**src/rtl/cpu_types_pkg.sv**
```systemverilog
// ============================================================================
// Module      : cpu_types_pkg
// Description : Shared CPU datapath types, PC-select state encoding and helpers.
// Revision    : 1.0 - initial release
// ============================================================================
`default_nettype none

package cpu_types_pkg;

    typedef logic [31:0] word_t;

    typedef enum logic [1:0] {
        RUN    = 2'd0,
        PEND   = 2'd1,
        HALTED = 2'd2
    } pcsel_state_t;

    localparam word_t WORD_ALIGN_MASK = 32'hFFFF_FFFC;

    // Instruction addresses are always word aligned; low bits are dropped.
    function automatic word_t word_align(input word_t addr);
        return addr & WORD_ALIGN_MASK;
    endfunction

endpackage

`default_nettype wire

```
**src/rtl/next_pc_ctrl_if.sv**
```systemverilog
// ============================================================================
// Module      : next_pc_ctrl_if
// Description : PC control bundle between the program counter / hazard /
//               branch logic (master) and the next-PC controller (slave).
// Revision    : 1.0 - initial release
// ============================================================================
`default_nettype none

interface next_pc_ctrl_if;
    import cpu_types_pkg::*;

    word_t npc;
    word_t PC;
    logic  ihit;
    logic  hz_stall;
    logic  br_taken;
    word_t br_target;
    logic  jmp_valid;
    word_t jmp_target;
    logic  halt;

    word_t newpc;
    logic  pcEN;
    logic  flush_ifid;
    logic  flush_idex;
    logic  pending;
    logic  halted;

    modport master (
        output npc, PC, ihit, hz_stall, br_taken, br_target,
               jmp_valid, jmp_target, halt,
        input  newpc, pcEN, flush_ifid, flush_idex, pending, halted
    );

    modport slave (
        input  npc, PC, ihit, hz_stall, br_taken, br_target,
               jmp_valid, jmp_target, halt,
        output newpc, pcEN, flush_ifid, flush_idex, pending, halted
    );

endinterface

`default_nettype wire

```
**src/rtl/next_pc_ctrl.sv**
```systemverilog
// ============================================================================
// Module      : next_pc_ctrl
// Description : Next-PC select: sequential fetch, branch/jump redirect with
//               hold-over across fetch stalls, pipeline flush pulses and halt.
// Revision    : 1.0 - initial release
// ============================================================================
`default_nettype none

module next_pc_ctrl
    import cpu_types_pkg::*;
#(
    parameter word_t PC_RESET = 32'h0000_0000
) (
    input  wire logic          CLK,
    input  wire logic          RST,
    next_pc_ctrl_if.slave      bus
);

    localparam logic [1:0] ST_RUN    = RUN;
    localparam logic [1:0] ST_PEND   = PEND;
    localparam logic [1:0] ST_HALTED = HALTED;

    logic [1:0] r_state;
    word_t      r_pend_tgt;
    logic       r_pend_is_br;

    logic [1:0] w_state_nxt;
    word_t      w_pend_tgt_nxt;
    logic       w_pend_is_br_nxt;

    word_t      w_br_tgt;
    word_t      w_red_tgt;
    logic       w_red_valid;

    word_t      w_newpc;
    logic       w_pcen;
    logic       w_flush_ifid;
    logic       w_flush_idex;
    logic       w_pending;
    logic       w_halted;

    // Redirect select: the older MEM-stage branch wins over the ID-stage jump.
    always_comb begin
        w_br_tgt    = word_align(bus.br_target);
        w_red_valid = bus.br_taken | bus.jmp_valid;
        w_red_tgt   = bus.br_taken ? w_br_tgt : word_align(bus.jmp_target);
    end

    always_comb begin
        w_state_nxt      = r_state;
        w_pend_tgt_nxt   = r_pend_tgt;
        w_pend_is_br_nxt = r_pend_is_br;
        w_newpc          = bus.npc;
        w_pcen           = 1'b0;
        w_flush_ifid     = 1'b0;
        w_flush_idex     = 1'b0;
        w_pending        = 1'b0;
        w_halted         = 1'b0;

        if (RST) begin
            w_newpc = PC_RESET;
        end else begin
            case (r_state)
                ST_RUN: begin
                    if (bus.halt) begin
                        w_state_nxt = ST_HALTED;
                    end else if (w_red_valid) begin
                        w_flush_ifid = 1'b1;
                        w_flush_idex = bus.br_taken;
                        if (bus.ihit && !bus.hz_stall) begin
                            w_pcen  = 1'b1;
                            w_newpc = w_red_tgt;
                        end else begin
                            w_state_nxt      = ST_PEND;
                            w_pend_tgt_nxt   = w_red_tgt;
                            w_pend_is_br_nxt = bus.br_taken;
                        end
                    end else begin
                        w_pcen = bus.ihit & ~bus.hz_stall;
                    end
                end

                // The instruction behind a held redirect is wrong-path, so its
                // stall and any younger jump or branch are ignored.
                ST_PEND: begin
                    w_pending = 1'b1;
                    if (bus.halt) begin
                        w_state_nxt = ST_HALTED;
                    end else if (bus.br_taken && !r_pend_is_br) begin
                        w_flush_ifid     = 1'b1;
                        w_flush_idex     = 1'b1;
                        w_pend_tgt_nxt   = w_br_tgt;
                        w_pend_is_br_nxt = 1'b1;
                        if (bus.ihit) begin
                            w_pcen      = 1'b1;
                            w_newpc     = w_br_tgt;
                            w_state_nxt = ST_RUN;
                        end
                    end else if (bus.ihit) begin
                        w_pcen      = 1'b1;
                        w_newpc     = r_pend_tgt;
                        w_state_nxt = ST_RUN;
                    end
                end

                ST_HALTED: begin
                    w_halted = 1'b1;
                    w_newpc  = bus.PC;
                end

                default: begin
                    w_state_nxt = ST_RUN;
                end
            endcase
        end
    end

    always_ff @(posedge CLK) begin
        if (RST) begin
            r_state      <= ST_RUN;
            r_pend_tgt   <= '0;
            r_pend_is_br <= 1'b0;
        end else begin
            r_state      <= w_state_nxt;
            r_pend_tgt   <= w_pend_tgt_nxt;
            r_pend_is_br <= w_pend_is_br_nxt;
        end
    end

    assign bus.newpc      = w_newpc;
    assign bus.pcEN       = w_pcen;
    assign bus.flush_ifid = w_flush_ifid;
    assign bus.flush_idex = w_flush_idex;
    assign bus.pending    = w_pending;
    assign bus.halted     = w_halted;

endmodule

`default_nettype wire

```
**src/flat_wrapper.sv**
```systemverilog
// flat-port wrapper written by rule: the top's interface ports become plain ports
module next_pc_ctrl_flat import cpu_types_pkg::*;
#(
    parameter word_t PC_RESET = 32'h0000_0000
)
  (CLK, RST, bus_npc, bus_PC, bus_ihit, bus_hz_stall, bus_br_taken, bus_br_target, bus_jmp_valid, bus_jmp_target, bus_halt, bus_newpc, bus_pcEN, bus_flush_ifid, bus_flush_idex, bus_pending, bus_halted);
  next_pc_ctrl_if bus_i ();
  input  wire logic CLK;
  input  wire logic RST;
  input wire logic [$bits(bus_i.npc)-1:0] bus_npc;
  input wire logic [$bits(bus_i.PC)-1:0] bus_PC;
  input wire logic [$bits(bus_i.ihit)-1:0] bus_ihit;
  input wire logic [$bits(bus_i.hz_stall)-1:0] bus_hz_stall;
  input wire logic [$bits(bus_i.br_taken)-1:0] bus_br_taken;
  input wire logic [$bits(bus_i.br_target)-1:0] bus_br_target;
  input wire logic [$bits(bus_i.jmp_valid)-1:0] bus_jmp_valid;
  input wire logic [$bits(bus_i.jmp_target)-1:0] bus_jmp_target;
  input wire logic [$bits(bus_i.halt)-1:0] bus_halt;
  output wire logic [$bits(bus_i.newpc)-1:0] bus_newpc;
  output wire logic [$bits(bus_i.pcEN)-1:0] bus_pcEN;
  output wire logic [$bits(bus_i.flush_ifid)-1:0] bus_flush_ifid;
  output wire logic [$bits(bus_i.flush_idex)-1:0] bus_flush_idex;
  output wire logic [$bits(bus_i.pending)-1:0] bus_pending;
  output wire logic [$bits(bus_i.halted)-1:0] bus_halted;
  assign bus_i.npc = bus_npc;
  assign bus_i.PC = bus_PC;
  assign bus_i.ihit = bus_ihit;
  assign bus_i.hz_stall = bus_hz_stall;
  assign bus_i.br_taken = bus_br_taken;
  assign bus_i.br_target = bus_br_target;
  assign bus_i.jmp_valid = bus_jmp_valid;
  assign bus_i.jmp_target = bus_jmp_target;
  assign bus_i.halt = bus_halt;
  assign bus_newpc = bus_i.newpc;
  assign bus_pcEN = bus_i.pcEN;
  assign bus_flush_ifid = bus_i.flush_ifid;
  assign bus_flush_idex = bus_i.flush_idex;
  assign bus_pending = bus_i.pending;
  assign bus_halted = bus_i.halted;
  next_pc_ctrl #(.PC_RESET(PC_RESET)) u_core (.CLK(CLK), .RST(RST), .bus(bus_i));
endmodule
```
**config.mk**
```make
export PLATFORM = sky130hd
export DESIGN_NAME = next_pc_ctrl_flat
export DESIGN_NICKNAME = d
export VERILOG_FILES = /design/src/rtl/cpu_types_pkg.sv /design/src/rtl/next_pc_ctrl_if.sv /design/src/rtl/next_pc_ctrl.sv /design/src/flat_wrapper.sv
export SDC_FILE = /design/constraint.sdc
export NUM_CORES = 1
export LEC_CHECK = 0
export CAP_MARGIN = 0
export CORE_ASPECT_RATIO = 1.5
export CORE_UTILIZATION = 65
export DETAILED_ROUTE_END_ITERATION = 12
export DONT_BUFFER_PORTS = 1
export GPL_TIMING_DRIVEN = 1
export PLACE_DENSITY = 0.85
export SLEW_MARGIN = 20
export SYNTH_ARGS = -nofsm -noshare
export SYNTH_HDL_FRONTEND = slang
export SYNTH_SLANG_ARGS = --single-unit
export TNS_END_PERCENT = 10
```
**constraint.sdc**
```tcl
create_clock -name CLK -period 2.5 [get_ports CLK]
set_input_delay 0.625 -clock CLK [delete_from_list [all_inputs] [get_ports CLK]]
set_output_delay 0.625 -clock CLK [all_outputs]
set_load 0.01 [all_outputs]
```
### Yosys cells after proc, flatten, opt, wreduce, memory -nomap -nowiden

Index checks and enable logic that the tools add are counted.
W data, S select, Z words.

| cells by class | value |
|---|---|
| bitwise gates (word level) | 4 |
| equal/unequal tests | 10 |
| reduce and logical (&&, ||, !) cells | 8 |
| multiplexer cells | 49 |

Operators with widths:

| operator | number |
|---|---|
| $mux W32 | 14 |
| $pmux W32 S3 | 1 |
| $pmux W32 S2 | 1 |
| $mux W1 | 23 |
| $mux W2 | 5 |
| $pmux W1 S2 | 4 |
| $ne A2 B2 Y1 const B | 3 |
| $ne A3 B3 Y1 const B | 2 |
| $pmux W2 S3 | 1 |
| $reduce_and A6 Y1 | 1 |
| $ne A2 B1 Y1 const B | 2 |
| $reduce_and A4 Y1 | 1 |
| $ne A3 B2 Y1 const B | 1 |
| $eq A2 B1 Y1 const B | 1 |
| $eq A2 B2 Y1 const B | 1 |
| $logic_and A1 B1 Y1 | 2 |
| $logic_not A1 Y1 | 2 |
| $logic_not A2 Y1 | 1 |
| $not A1 Y1 | 2 |
| $reduce_bool A2 Y1 | 1 |
| $and A1 B1 Y1 | 1 |
| $or A1 B1 Y1 | 1 |

| word-level totals | value |
|---|---|
| output and inout port bits | 37 |
| register bits after elaboration | 35 |
| input bits | 135 |

### Depth between registers and ports, before layout

| depth | value |
|---|---|
| depth after elaboration | 7 |
| mapped depth | 7 |

### Worst setup path before layout

Ideal clock, no wire load.

| path | value |
|---|---|
| path type | input port to output port |
| from | input port bus_br_taken |
| to | output port bus_newpc[23] |
| stages | 6 |
| arrival | 1.847 ns |
| data required time | 1.875 ns |
| setup slack | 0.028 ns |
| cells stage by stage | buf_6 > nor2b_4 > buf_4 > mux2_2 > a222oi_1 > a31oi_1 |

| on the way | value |
|---|---|
| word-level cells in the longest chain between the ends | 6 |
| elaborated cells between the ends (all ways) | 10 |
| classes of those cells | 8 x mux; 1 x bitwise; 1 x reduce/logical |

RTL lines:

| item | RTL line | text |
|---|---|---|
| start: declaration | flat_wrapper.sv:14 | `input wire logic [$bits(bus_i.br_taken)-1:0] bus_br_taken;` |
| $mux W32 | next_pc_ctrl.sv:46 | `w_red_tgt = bus.br_taken ? w_br_tgt : word_align(bus.jmp_target);` |
| $mux W32 | next_pc_ctrl.sv:70 | `if (bus.ihit && !bus.hz_stall) begin` |
| $mux W32 | next_pc_ctrl.sv:67 | `end else if (w_red_valid) begin` |
| $mux W32 | next_pc_ctrl.sv:65 | `if (bus.halt) begin` |
| $pmux W32 S3 (*) | next_pc_ctrl.sv:63 | `case (r_state)` |
| $mux W32 (*) | next_pc_ctrl.sv:60 | `if (RST) begin` |
| end: declaration | flat_wrapper.sv:19 | `output wire logic [$bits(bus_i.newpc)-1:0] bus_newpc;` |

Mark *: on every way between the ends. The rest lies on a longest branch, timed or not.

### Worst setup path after layout

| path | value |
|---|---|
| from | input port bus_halt |
| to | output port bus_newpc[2] |

| on the way | value |
|---|---|
| word-level cells in the longest chain between the ends | 3 |
| elaborated cells between the ends (all ways) | 4 |
| classes of those cells | 4 x mux |

RTL lines:

| item | RTL line | text |
|---|---|---|
| start: declaration | flat_wrapper.sv:18 | `input wire logic [$bits(bus_i.halt)-1:0] bus_halt;` |
| $mux W32, on equally long branches | next_pc_ctrl.sv:87, next_pc_ctrl.sv:65 |  |
| $pmux W32 S3 (*) | next_pc_ctrl.sv:63 |  |
| $mux W32 (*) | next_pc_ctrl.sv:60 |  |

Marked as above.

==> impl_metrics.ini <==
[sta]
rsz0062_at_grt = true
max_freq_mhz = 389
finalSetupViolCount = 14
slew_violations = 0
clock_skew_ns = 0.00307
hold_ws_ns = 0.406
relSlewSlack_pct = 67.6
finalCriticalPeriod_ns = 2.57
period_share_pct = 103
tightest_slew_ns = 0.486
hold_viol = 0
fin_ws_ns = -0.0684

[cts]
cts_tree = done
htree_num_levels = 2
numCtsBuffers = 5
clkTransAtPathRegs_ns = 0.07
numClockSinks = 33
cts.path.max_buffers = 2
ctsHoldBuffers = 0
clockRootBuffer = clkbuf_8
clkLatencyLatePin_ns = 0.28

[finish]
diodes = 0
fin_cells = 520
drive_gt1_share_pct = 35.8
area.growth.synth_to_final_pct = 16.0
layout_common_cells = 65 x mux2_2, 57 x nand3_1, 36 x buf_4, 34 x a21oi_1
final_nets = 584
layout.cells.most_common = mux2_2

[worst_setup_path]
slowest_stage = or3b_4
crit_fanout = 17
cp.required_ns = 1.88
crit_type = in -> out
crit_chain = or3b_4, nor2_4, buf_12, nand3_1, a311oi_2, buf_4
crit_family = simple AND/OR/NAND/NOR gates
crit_path_max_incr_delay_ns = 0.41
cp-start-kind = input pin
cp-end-kind = output port
critPathBufInv = 2
cp.arrival_ns = 1.94

[status]
status = complete, but fails checks
violations = setup timing

[route]
wl_met2_um = 6540
drc_errors = 0
first_iter_violations = 294
wl_met3_um = 1090
drt.antenna.violating_nets = 0
wl_per_cell_um = 24.0
num_vias = 4037
wirelength_um = 12500
wl_met1_um = 4570
viasPerCell = 7.76
firstDrtPassIters = 5
top_layer_used = met4

[synthesis]
yosys_warnings = 0
yosysSeqAreaShare_pct = 17.8
syn-cell-area_mm2 = 0.00370
synth_edf_count = 0
avgSynthCellArea_um2 = 8.18
synth-seq-cells = 33
synthArstFlopShare_pct = 0
ys.flop_type = dfxtp_1
netlist_instances = 453
synth_cell_types = 38
synth_fp_nets = 588

[power_and_ir_drop]
ir_worst_vdd_uv = 433
p_per_area_mw_per_mm2 = 421
power.total_mw = 1.81
leakagePower_nw = 1.54

[floorplanning]
core_mm2 = 0.00549
die_height_um = 94.5
num_rows = 33
ios = 172
die_w_um = 63.6
initial_utilization_pct = 67.4
die-area_mm2 = 0.00601

[grt]
grt_pass1_wl_um = 18600
track_usage_pct = 39.0
grt_antenna_before_repair = 0
grt_pass1_vias = 3986
grt_max_degree = 69
grt-ovfl-total = 0

[placed_design]
port_buffers = 0
hpwl_um = 7970
place_inst = 511
gp_congestion = 0.790

[hold_path]
hp-class = in -> reg

[flow_run]
drv_cap = 0
==> worst paths after layout <==
check | slack, ns | end | cells past startpoint | from
setup / recovery | -0.07 | bus_newpc[2] | 6 | bus_halt
hold / removal | 0.41 | u_core.r_pend_tgt[24] | 1 | RST
setup reg to reg | 0.57 | u_core.r_pend_tgt[14] | 5 | u_core.r_state[1]
hold reg to reg | 0.51 | u_core.r_pend_tgt[22] | 2 | u_core.r_pend_tgt[22]
==> metrics by stage <==
stage,TNS [ns],utilization (%),area (um2),setup slack [ns]
after global routing,-1.45,78.3,4300,-0.104
final,-0.453,78.3,4300,-0.0684
after detailed placement,-1.28,72.2,3970,-0.126
after global placement,-0.259,72.2,3970,-0.0781
after CTS,-0.175,76.7,4210,-0.0552
after floorplan,0,-,3700,0.0284
==> area by class of cell <==
cell class,instances,area [um2]
clock buffer,7,96.3
timing repair buffer,46,462
sequential,33,666
multi-input combinational,361,2970
inverter,2,7.51
fill,397,1190
clock inverter,1,5.00
tap,70,87.6
==> cells in the mapped netlist, drive strengths merged, types with 2 or more instances <==
library cell | instances | share of area [%]
buf | 31 | 5.3
nor2 | 29 | 2.9
clkbuf | 26 | 2.6
mux2i | 30 | 8.1
nand2 | 4 | 0.41
dfxtp | 33 | 18
o31ai | 2 | 0.54
o21ai | 2 | 0.27
a31oi | 10 | 1.7
or2 | 2 | 0.34
a22oi | 4 | 0.81
a221oi | 19 | 4.5
inv | 2 | 0.20
a311oi | 19 | 4.5
a222oi | 10 | 2.7
mux2 | 69 | 21
a21oi | 34 | 4.6
a211oi | 31 | 6.3
nand2b | 4 | 0.68
nor2b | 6 | 1.2
nand3 | 58 | 7.8
and2 | 2 | 0.34
o21a | 19 | 3.9
==> timing repair <==
item / in CTS / in global routing
setup endpoints to repair: 24 / 26
buffers inserted: 1 / 0
resized for setup: 22 / 15
pin swaps: 0 / 4
==> metal layers <==
metal  global-route usage (%)  vias to the layer above
met1                     41.4                     1944
li1                         -                     1780
met2                     71.7                      280
met3                     8.09                       33
met5                        0                        -
met4                     19.9                        0
==> power breakdown <==
part | internal, mW | total [mW] | switching [mW]
combinational | 0.371 | 0.753 | 0.382
sequential | 0.573 | 0.605 | 0.0321
clock | 0.249 | 0.452 | 0.203
==> kinds of logic after synthesis <==
kind of cell	share of synthesized area [%]
AOI/OAI and AO/OA	30.2
and+or+nand+nor	14.7
muxes	29.1
buffers and inverters	8.18
DFF	17.8
==> sequential cells by signal, indices dropped and copies added, names as in the netlist <==
signal,flops
u_core.r_pend_is_br,1
u_core.r_state,2
u_core.r_pend_tgt,30
Note: power is estimated with default switching activity, not from simulation.
